`config.mk`:
```
export PLATFORM = sky130hd
export DESIGN_NAME = io_tx_stream_ctrl
export DESIGN_NICKNAME = d
export VERILOG_FILES = /design/src/rtl/io_tx_stream_ctrl.sv
export SDC_FILE = /design/constraint.sdc
export NUM_CORES = 1
export LEC_CHECK = 0
export CORE_MARGIN = 1
export CORE_UTILIZATION = 45
export CTS_CLUSTER_SIZE = 14
export DETAILED_ROUTE_END_ITERATION = 16
export PLACE_DENSITY = 0.68
export SLEW_MARGIN = 20
export SYNTH_ARGS = -nofsm -noshare
export SYNTH_HDL_FRONTEND = slang
export SYNTH_SLANG_ARGS = --single-unit
```
`constraint.sdc`:
```
create_clock -name clk -period 3.45 [get_ports clk]
set_clock_uncertainty 0.2 [all_clocks]
set_input_delay 0.69 -clock clk [delete_from_list [all_inputs] [get_ports clk]]
set_output_delay 0.69 -clock clk [all_outputs]
set_load 0.1 [all_outputs]
```
`src/rtl/io_tx_stream_ctrl.sv`:
```
// Purpose : scans an (nrows+1) x (ncols+1) window out of the image SRAM in raster or
//           column-major order and streams it out with line/frame markers.
// Latency : first m_valid RD_LAT+1 cycles after the start edge; 1 pixel/clk steady state.
// Backpressure: reads are issued only against free output-FIFO credits, so m_ready may stall freely.
// Ports   : clk/rst (sync, active-high); start/abort/col_major/nrows/ncols frame control;
//           sram_rd_en/sram_row/sram_col/sram_dout SRAM read port; m_data/m_valid/m_ready/
//           m_eol/m_eof output stream; busy/done frame status.
module io_tx_stream_ctrl #(
  parameter int DATA_W     = 8,
  parameter int ADDR_W     = 8,
  parameter int RD_LAT     = 1,
  parameter int FIFO_DEPTH = 4
) (
  input  logic              clk,
  input  logic              rst,
  input  logic              start,
  input  logic              abort,
  input  logic              col_major,
  input  logic [ADDR_W-1:0] nrows,
  input  logic [ADDR_W-1:0] ncols,
  output logic              sram_rd_en,
  output logic [ADDR_W-1:0] sram_row,
  output logic [ADDR_W-1:0] sram_col,
  input  logic [DATA_W-1:0] sram_dout,
  output logic [DATA_W-1:0] m_data,
  output logic              m_valid,
  input  logic              m_ready,
  output logic              m_eol,
  output logic              m_eof,
  output logic              busy,
  output logic              done
);

  localparam int PW = (FIFO_DEPTH > 1) ? $clog2(FIFO_DEPTH) : 1;
  localparam int CW = PW + 1;
  localparam logic [ADDR_W:0] ONE = (ADDR_W+1)'(1);

  typedef enum logic [1:0] {S_IDLE, S_ISSUE, S_DRAIN} state_t;

  state_t state, state_nxt;

  // Frame configuration captured at start; counters carry one extra bit so a
  // full 2^ADDR_W window never wraps before its last address is reached.
  logic            cm_q;
  logic [ADDR_W:0] nrows_q, ncols_q;
  logic [ADDR_W:0] row_q, col_q;

  logic [ADDR_W:0] inner, outer, inner_lim, outer_lim;
  logic            line_end, frame_end;

  // Read-tag pipe: one stage per cycle of SRAM latency.
  logic [RD_LAT-1:0] pv, peol, peof;
  logic [CW-1:0]     inflight;

  // Output FIFO
  logic [DATA_W+1:0] mem [FIFO_DEPTH];
  logic [PW-1:0]     wr_ptr, rd_ptr;
  logic [CW-1:0]     count;
  logic [DATA_W+1:0] head;

  logic            push, pop, issue, credit_ok, final_pop, kill;
  logic [CW:0]     reserved;

  assign kill = rst | abort;

  assign inner     = cm_q ? row_q   : col_q;
  assign outer     = cm_q ? col_q   : row_q;
  assign inner_lim = cm_q ? nrows_q : ncols_q;
  assign outer_lim = cm_q ? ncols_q : nrows_q;
  assign line_end  = (inner == inner_lim);
  assign frame_end = line_end && (outer == outer_lim);

  assign push    = pv[RD_LAT-1];
  assign m_valid = (count != '0);
  assign pop     = m_valid & m_ready;
  assign head    = mem[rd_ptr];

  // Every read already issued owns a FIFO slot; a pop this cycle frees one.
  assign reserved  = {1'b0, count} + {1'b0, inflight};
  assign credit_ok = reserved < ((CW+1)'(FIFO_DEPTH) + {{CW{1'b0}}, pop});

  assign final_pop = (state == S_DRAIN) && pop && head[0];

  always_comb begin
    state_nxt = state;
    issue     = 1'b0;
    case (state)
      S_IDLE: begin
        if (start) state_nxt = S_ISSUE;
      end
      S_ISSUE: begin
        if (credit_ok) begin
          issue = 1'b1;
          if (frame_end) state_nxt = S_DRAIN;
        end
      end
      S_DRAIN: begin
        if (final_pop) state_nxt = S_IDLE;
      end
      default: state_nxt = S_IDLE;
    endcase
  end

  always_ff @(posedge clk) begin
    if (kill) state <= S_IDLE;
    else      state <= state_nxt;
  end

  // Abort counts as a completed frame only if one was actually running.
  always_ff @(posedge clk) begin
    if (rst)        done <= 1'b0;
    else if (abort) done <= (state != S_IDLE);
    else            done <= final_pop;
  end

  // Address counters point at the next read and stop on the last address,
  // so the SRAM address lines hold once the frame's reads are done.
  always_ff @(posedge clk) begin
    if (kill) begin
      cm_q    <= 1'b0;
      nrows_q <= '0;
      ncols_q <= '0;
      row_q   <= '0;
      col_q   <= '0;
    end else if (state == S_IDLE && start) begin
      cm_q    <= col_major;
      nrows_q <= {1'b0, nrows};
      ncols_q <= {1'b0, ncols};
      row_q   <= '0;
      col_q   <= '0;
    end else if (issue && !frame_end) begin
      if (!cm_q) begin
        if (col_q == ncols_q) begin
          col_q <= '0;
          row_q <= row_q + ONE;
        end else begin
          col_q <= col_q + ONE;
        end
      end else begin
        if (row_q == nrows_q) begin
          row_q <= '0;
          col_q <= col_q + ONE;
        end else begin
          row_q <= row_q + ONE;
        end
      end
    end
  end

  always_ff @(posedge clk) begin
    if (kill) begin
      pv       <= '0;
      peol     <= '0;
      peof     <= '0;
      inflight <= '0;
    end else begin
      pv[0]   <= issue;
      peol[0] <= issue & line_end;
      peof[0] <= issue & frame_end;
      for (int i = 1; i < RD_LAT; i++) begin
        pv[i]   <= pv[i-1];
        peol[i] <= peol[i-1];
        peof[i] <= peof[i-1];
      end
      inflight <= inflight + CW'(issue) - CW'(push);
    end
  end

  always_ff @(posedge clk) begin
    if (push) mem[wr_ptr] <= {sram_dout, peol[RD_LAT-1], peof[RD_LAT-1]};
  end

  always_ff @(posedge clk) begin
    if (kill) begin
      wr_ptr <= '0;
      rd_ptr <= '0;
      count  <= '0;
    end else begin
      if (push) wr_ptr <= wr_ptr + PW'(1);
      if (pop)  rd_ptr <= rd_ptr + PW'(1);
      count <= count + CW'(push) - CW'(pop);
    end
  end

  assign sram_rd_en = issue;
  assign sram_row   = row_q[ADDR_W-1:0];
  assign sram_col   = col_q[ADDR_W-1:0];
  assign busy       = (state != S_IDLE);

  // Head fields are masked so stale FIFO contents never show while empty.
  assign m_data = m_valid ? head[DATA_W+1:2] : '0;
  assign m_eol  = m_valid & head[1];
  assign m_eof  = m_valid & head[0];

  // Credit accounting makes a push into a full FIFO impossible.
  assert property (@(posedge clk) disable iff (rst)
                   !(push && !pop && (count == CW'(FIFO_DEPTH))));

endmodule

```
After elaboration in Yosys (flattened, before gate mapping)

Memories as Yosys holds them, arrays and structs flattened. A register that Yosys moved wholly into a read port is not among the register bits.
Index checks and enable logic that the tools add are counted.

Memory bits (writable): 40
Logic and storage cells: 80
Register bits: 51
Bits of input ports: 30
Memories: 1
Output and inout port bits: 30

$add $sub $neg: 10
Reductions and logical operators: 14
Bitwise logic cells: 6
Eq/ne operators: 11
$lt $le $gt $ge: 1
Multiplexer cells: 23

Memory list:

| name | depth | bits a word | read ports | clocked after memory_dff | wr ports | line | source |
|---|---|---|---|---|---|---|---|
| mem  | 4     | 10          | 1          | 1                        | 1        | 56   | `logic [DATA_W+1:0] mem [FIFO_DEPTH];` |

Operators with widths:

| cell                                                 | count |
|---|---|
| two-way mux 9 bit                                    | 8 |
| equality test 9 x 8 -> 1 bit                         | 4 |
| two-way mux 8 bit                                    | 3 |
| adder 9 x 1 -> 9 bit (second input constant)         | 2 |
| two-way mux 2 bit                                    | 6 |
| != test 2 bit (second input constant)                | 4 |
| adder 3 x 1 -> 3 bit                                 | 2 |
| case mux 2 bit (3 select lines)                      | 1 |
| subtractor 3 x 1 -> 3 bit                            | 2 |
| AND 1 bit                                            | 5 |
| logical AND 1 bit                                    | 5 |
| two-way mux 1 bit                                    | 5 |
| adder 2 x 1 -> 2 bit (second input constant)         | 2 |
| adder 3 x 1 -> 4 bit (first input constant)          | 1 |
| adder 3 x 3 -> 4 bit                                 | 1 |
| < comparator 4 bit                                   | 1 |
| AND reduction 2 bit                                  | 2 |
| AND reduction 4 bit                                  | 1 |
| nonzero test 2 bit                                   | 2 |
| nonzero test 3 bit                                   | 1 |
| equality test 2 x 1 -> 1 bit (second input constant) | 1 |
| equality test 2 bit (second input constant)          | 1 |
| logical NOT 2 bit                                    | 1 |
| != test 2 x 1 -> 1 bit (second input constant)       | 1 |
| other kinds (3)                                      | 3 |

Longest topological paths before layout

Gate-level depths: netlist (run 1).

Word-level depth: 8
Depth in mapped cells: 12
Gate-level depth less buffers: 12

Least setup slack after synthesis (run 1)

OpenSTA, ideal clock, no wires.

Path kind: register -> output
Start point: register count[1]
End point: output port m_data[0]
Arrival time: 2.413 ns
Path slack: 0.147 ns
Cell stages (with the launch flop): 4
Path buffers: 1
Required time: 2.560 ns
Cell sequence: dfxtp_1 or3_1 clkbuf_1 and2_1

Word-level cells in the longest chain between the ends: 2

RTL lines:

| element                | line | source |
|---|---|---|
| from (decl)            | 58   | `logic [CW-1:0] count;` |
| from (signal assigned) | 181  | `count <= count + CW'(push) - CW'(pop);` |
| nonzero test 3 bit     | 74   | `assign m_valid = (count != '0);` |
| net m_valid            | 26   | `output logic m_valid,` |
| two-way mux 8 bit      | 191  | `assign m_data = m_valid ? head[DATA_W+1:2] : '0;` |
| to (decl)              | 25   | `output logic [DATA_W-1:0] m_data,` |

The timed path passes the listed nets, and every way through them passes these cells.

Worst setup path after layout (run 1)

Start point: register count[0]
End point: output port sram_rd_en

Word-level cells in the longest chain between the ends: 6
Elaborated cells on any way between the ends: 7
Those cells by class: 2 x add/sub; 1 x order compare; 2 x mux; 1 x bitwise; 1 x reduce/logical

RTL lines:

| element                | line | source |
|---|---|---|
| nonzero test 3 bit     | 74   |  |
| AND 1 bit              | 75   | `assign pop = m_valid & m_ready;` |
| adder 3 x 1 -> 4 bit   | 80   | `assign credit_ok = reserved < ((CW+1)'(FIFO_DEPTH) + {{CW{1'b0}}, pop});` |
| < comparator 4 bit (*) | 80   |  |
| two-way mux 1 bit (*)  | 92   | `if (credit_ok) begin` |
| two-way mux 1 bit (*)  | 87   | `case (state)` |
| to (decl)              | 21   | `output logic sram_rd_en,` |

Mark *: on every way between the ends. The rest lies on a longest branch, timed or not.

==> flow_metrics.tcl, run 1 <==
set metrics [dict create \
    outcome "finished clean" \
    cp.required_ns 2.56 \
    yosysSeqAreaShare 0.526 \
    cts-resized-gates 0 \
    synth_cells 386 \
    cts_root_buffer "clkbuf_8" \
    syn-cell-area_um2 4300 \
    die_h_um 99.7 \
    wl_per_cell_um 13.8 \
    cts.clk_slew.worst_paths_ns 0.10 \
    critPathMaxFanout 9 \
    antenna_found_initial 0 \
    cp-startpoint "count[0]" \
    grt_pass1_vias 2839 \
    rr_endpoint "inflight[2]" \
    placed_area_um2 4830 \
    fin_setup_tns_ns 0 \
    crit_path_start_kind "register" \
    rr_startpoint "count[0]" \
    peakVddDrop_uv 203 \
    fmax_ghz 0.311 \
    grt.overflow.total 0 \
    cts_tree "built" \
    final_hold_viol_count 0 \
    routed_wl_um 7820 \
    drv_cap 0 \
    grt_setup_unrepaired "false" \
    cp.arrival_ns 2.32 \
    diodes 0 \
    post_cts_buffers 0 \
    grt_pass1_wl_um 13400 \
    vias 2838 \
    stdcell_area_um2 5030 \
    ant_nets 0 \
    fin_crit_sh 0.931 \
    most-common-layout-cells "dfxtp_1, nand2_1, edfxtp_1, buf_4, clkdlybuf4s50_1" \
    core.rowCount 35 \
    ctsHoldBuffers 0 \
    ys_async_sr_fraction 0 \
    cts_sinks 93 \
    gp_congestion 0.774 \
    grt_max_degree 28 \
    yosys_warnings 0 \
    post_synth.cell_area_avg_um2 11.1 \
    area_growth_syn_to_layout_pct 17.1 \
    dpl.hpwl_um 5680 \
    power_density_nw_per_um2 423 \
    drtIter0Drc 47 \
    ctsHtreeMaxLevel 3 \
    slew_violations 0 \
    drive_gt1_frac 0.160 \
    clk_latency_ns 0.36 \
    drtPass1Iterations 4 \
    start_util 0.465 \
    r2r_slack_ns 0.44 \
    die_w_um 99.7 \
    critical_path_class "reg2out" \
    synth_edf_count 40 \
    portBuffers 59 \
    min_path_type "reg2reg" \
    vias_per_cell 5.01 \
    cts_buffer_depth 2 \
    syn-num-nets 432 \
    slew_headroom 0.331 \
    synth_cell_types 41 \
    synth_seq_cells 93 \
    final_common_cell "dfxtp_1" \
    post-route-drc-count 0 \
    worstMarginPinSlew_ns 0.995 \
    leakagePower_nw 1.82 \
    track_usage 0.171 \
    whs_path_depth 2 \
    ys.flop_type "dfxtp_1" \
    final-setup-viol-count 0 \
    rr_worst_depth 11 \
    layout.nets 478 \
    dieArea_um2 9940 \
    worstHoldEndpoint "ncols_q[0]" \
    fin_crit_ns 3.21 \
    core_area_um2 9240 \
    cts_made_buffers 9 \
    setup.worst_path.end_class "output pin" \
    num_io_pins 60 \
    hold_path_startpoint "ncols_q[0]" \
]
## cells by family after synthesis
kind of cell               count (synthesis)  synth area share
adders and majority gates                 16            0.0518
muxes                                     15            0.0641
DFF                                       93             0.526
buffers and inverters                     45            0.0594
and+or+nand+nor                          136             0.156
xor gates and xnor gates                  26            0.0530
AOI/OAI and AO/OA                         55            0.0891
## synthesized netlist by cell type, types with 2 or more instances
cell / instances / share of area
o211ai_4: 2 / 0.0099
mux4_2: 10 / 0.052
xor2_1: 5 / 0.010
or3_1: 13 / 0.019
and3_1: 2 / 0.0029
fa_1: 3 / 0.014
buf_2: 2 / 0.0023
o31ai_1: 3 / 0.0052
nand2_1: 51 / 0.045
a21oi_1: 28 / 0.033
nand3_1: 12 / 0.014
and2_1: 21 / 0.031
buf_4: 16 / 0.028
buf_6: 3 / 0.0079
nand2b_1: 7 / 0.010
ha_1: 13 / 0.038
nand4_1: 6 / 0.0087
o21ai_1: 7 / 0.0082
nor3_1: 5 / 0.0058
xnor2_1: 21 / 0.043
o21ai_0: 3 / 0.0035
inv_1: 15 / 0.013
mux2i_1: 5 / 0.012
a21boi_1: 2 / 0.0035
edfxtp_1: 40 / 0.28
clkbuf_1: 7 / 0.0061
o31ai_2: 3 / 0.0087
dfxtp_1: 53 / 0.25
nor2_1: 16 / 0.014
## how the worst max path moves through the flow
stage                        to  depth (start not counted)
global route         sram_rd_en                          6
global placement    inflight[2]                         11
CTS                  sram_rd_en                          6
floorplan             m_data[0]                          3
finish               sram_rd_en                          6
detailed placement  inflight[2]                         11
## cell type report
| cell class | count | area (um2) |
|---|---|---|
| Clock inverter | 7 | 78.8 |
| Tap cell | 129 | 161 |
| Fill cell | 804 | 4210 |
| Inverter | 16 | 61.3 |
| Sequential cell | 93 | 2260 |
| Clock buffer | 9 | 124 |
| Multi-Input combinational cell | 248 | 1780 |
| Timing Repair Buffer | 64 | 566 |
## power by group
part           internal [mW]  switching [mW]
registers               1.16         0.00898
logic                 0.0784           0.132
clock network          0.346           0.406
total                   1.58           0.547
## worst max-delay path: stages, from the launching register on
cell	delay [ns]
dfxtp_1	0.40
ha_1	0.21
fa_1	0.43
o31ai_2	0.33
nand3_2	0.17
clkinv_2	0.21
buf_12	0.20
## state kept, by name, indices dropped and copies added, names as in the netlist, 3 cells and up, named ones only
register  flops
inflight      3
mem          40
count         3
ncols_q       8
row_q         9
col_q         9
nrows_q       8
## through the flow
| step | power, mW | instances | hold WS (ns) | utilization | setup slack [ns] |
|---|---|---|---|---|---|
| floorplan | 1.33 | 386 | 0.238 | - | 0.147 |
| global placement | 1.40 | 550 | 0.251 | 0.523 | 0.252 |
| detailed placement | 1.40 | 550 | 0.260 | 0.523 | 0.221 |
| CTS | 2.14 | 566 | 0.273 | 0.545 | 0.209 |
| global route | 2.20 | 566 | 0.295 | 0.545 | 0.0987 |
| finish | 2.13 | 566 | 0.273 | 0.545 | 0.239 |
## metal layers
metal  GRT usage  vias to the layer above  share of wire
li1            -                     1420              -
met1       0.217                     1361           0.45
met2       0.295                       48           0.50
met3      0.0330                        9          0.029
met4      0.0509                        0          0.012
met5           0                        -              0
No activity file was read; power rests on OpenSTA's default activity.
==> inputs of run 2 (changes only) <==
--- a/config.mk
+++ b/config.mk
@@ -10,6 +10,7 @@
 export CTS_CLUSTER_SIZE = 14
 export DETAILED_ROUTE_END_ITERATION = 16
 export PLACE_DENSITY = 0.68
+export SETUP_SLACK_MARGIN = 0.4
 export SLEW_MARGIN = 20
 export SYNTH_ARGS = -nofsm -noshare
 export SYNTH_HDL_FRONTEND = slang
==> run 2 against run 1 <==
  * Core utilization rose by 0.65 points
  * Wire length fell by 0.52%
  * Highest routed layer unchanged
  * Fmax rose by 7.2%
  * Final cell count rose by 0.88%
  * Critical path type unchanged
  * Die area did not move
  * Via count rose by 1.8%
  * Global-route usage fell by 0.23 points
  * Critical endpoint unchanged
==> flow_metrics.tcl, run 2 (synthesis results as in run 1) <==
set metrics [dict create \
    post-route-util 0.551 \
    gp_congestion 0.793 \
    p_int_mw 1.53 \
    leakagePower_nw 1.84 \
    area_growth_syn_to_layout_pct 18.5 \
    critical_path_class "reg2out" \
    seqPwrFrac 0.556 \
    slew_violations 0 \
    peakVddDrop_uv 194 \
    cts_root_buffer "clkbuf_8" \
    die_w_um 99.7 \
    portBuffers 59 \
    dpl.hpwl_um 5610 \
    drive_gt1_frac 0.176 \
    total_power_mw 2.09 \
    cts_sinks 93 \
    worstMarginPinSlew_ns 0.551 \
    filler_cell_count 792 \
    drtIter0Drc 98 \
    slew_headroom 0.630 \
    crit_path_start_kind "register" \
    drtPass1Iterations 4 \
    antenna_found_initial 0 \
    critPathMaxFanout 4 \
    core_area_um2 9240 \
    grt_max_degree 28 \
    fin_setup_tns_ns 0 \
    setup.worst_path.end_class "output pin" \
    num_io_pins 60 \
    most-common-layout-cells "dfxtp_1, nand2_1, edfxtp_1, buf_4, clkdlybuf4s50_1" \
    clockPowerShare 0.340 \
    outcome "finished clean" \
    vias 2889 \
    largestRegisters "mem (40), col_q (9), row_q (9)" \
    regMostFlops "mem" \
    grt.overflow.total 0 \
    fin_cells 571 \
    fin_crit_sh 0.868 \
    final_common_cell "dfxtp_1" \
    diodes 0 \
    min_path_type "reg2reg" \
    cts_made_buffers 9 \
    ant_nets 0 \
    dieArea_um2 9940 \
    fmax_ghz 0.334 \
    post-route-drc-count 0 \
    wl_per_cell_um 13.6 \
    dpl.cell_count 551 \
    core.rowCount 35 \
    die_h_um 99.7 \
    track_usage 0.169 \
    cp.required_ns 2.56 \
    sw_frac_of_total 0.271 \
    power_density_nw_per_um2 411 \
    grt_pass1_vias 2847 \
    grt_pass1_wl_um 13000 \
    final_hold_viol_count 0 \
    largest_reg_flops 40 \
    pwr-share-comb 0.104 \
    fin_crit_ns 2.99 \
    layout.nets 483 \
    cts.clk_slew.worst_paths_ns 0.09 \
    drv_cap 0 \
    grt_setup_unrepaired "true" \
    start_util 0.465 \
    final-setup-viol-count 0 \
    p_sw_mw 0.568 \
    ctsHtreeMaxLevel 3 \
    clk_latency_ns 0.36 \
    routed_wl_um 7780 \
    cts_tree "built" \
    cp.arrival_ns 2.10 \
    vias_per_cell 5.06 \
    cts_buffer_depth 2 \
]
[run 2: path summary, 6_finish.rpt]
path	slack [ns]	to	depth (start not counted)	start
min reg2reg	0.27	ncols_q[7]	2	ncols_q[7]
max	0.46	sram_rd_en	6	count[0]
max reg2reg	0.53	inflight[2]	12	count[0]
min	0.27	ncols_q[7]	2	ncols_q[7]
[run 2: final cells by class]
type,instances,area (um2),area share
well taps,129,161,0.0317
clock inverters,7,77.6,0.0152
flip-flops and latches,93,2260,0.444
inverters,16,65.1,0.0128
clock buffers,9,124,0.0243
repair buffers,69,603,0.118
multi-input cells,248,1800,0.353
[run 2: stage by stage]
step / setup WS, ns / instance area [um2] / hold slack, ns
finish: 0.455 / 5090 / 0.270
global route: 0.395 / 5090 / 0.284
CTS: 0.409 / 5070 / 0.275
detailed placement: 0.228 / 4840 / 0.262
global placement: 0.303 / 4840 / 0.250
floorplan: 0.528 / 4300 / 0.238
[run 2: timing repair]
| action | 4_1_cts | 5_1_grt |
|---|---|---|
| pin swaps | 2 | 2 |
| resized for setup | 3 | 1 |
| endpoints found under the setup margin | 2 | 2 |
| endpoints found under the hold margin | 0 | 0 |
| hold buffers | 0 | 0 |
| setup buffers | 2 | 2 |
[run 2: power by group through the flow]
stage               Clock [mW]  Sequential (mW)  Combinational [mW]
floorplan                    0             1.19               0.144
global placement             0             1.19               0.210
detailed placement           0             1.19               0.212
CTS                      0.733             1.17               0.217
global route             0.782             1.17               0.237
finish                   0.712             1.17               0.217
[run 2: worst max-delay path, stage by stage (launching register included)]
cell and delay (ns):
dfxtp_2 0.37, ha_2 0.19, fa_1 0.46, o31ai_4 0.34, nand3_4 0.13, clkinv_4 0.09
buf_12 0.16
[run 2: per-layer routing]
| layer | global-route usage | vias to the layer above | wire [um] |
|---|---|---|---|
| met5 | 0 | - | 0 |
| met4 | 0.0769 | 0 | 141 |
| met3 | 0.0281 | 13 | 252 |
| met2 | 0.289 | 73 | 3920 |
| met1 | 0.208 | 1372 | 3460 |
| li1 | - | 1431 | - |
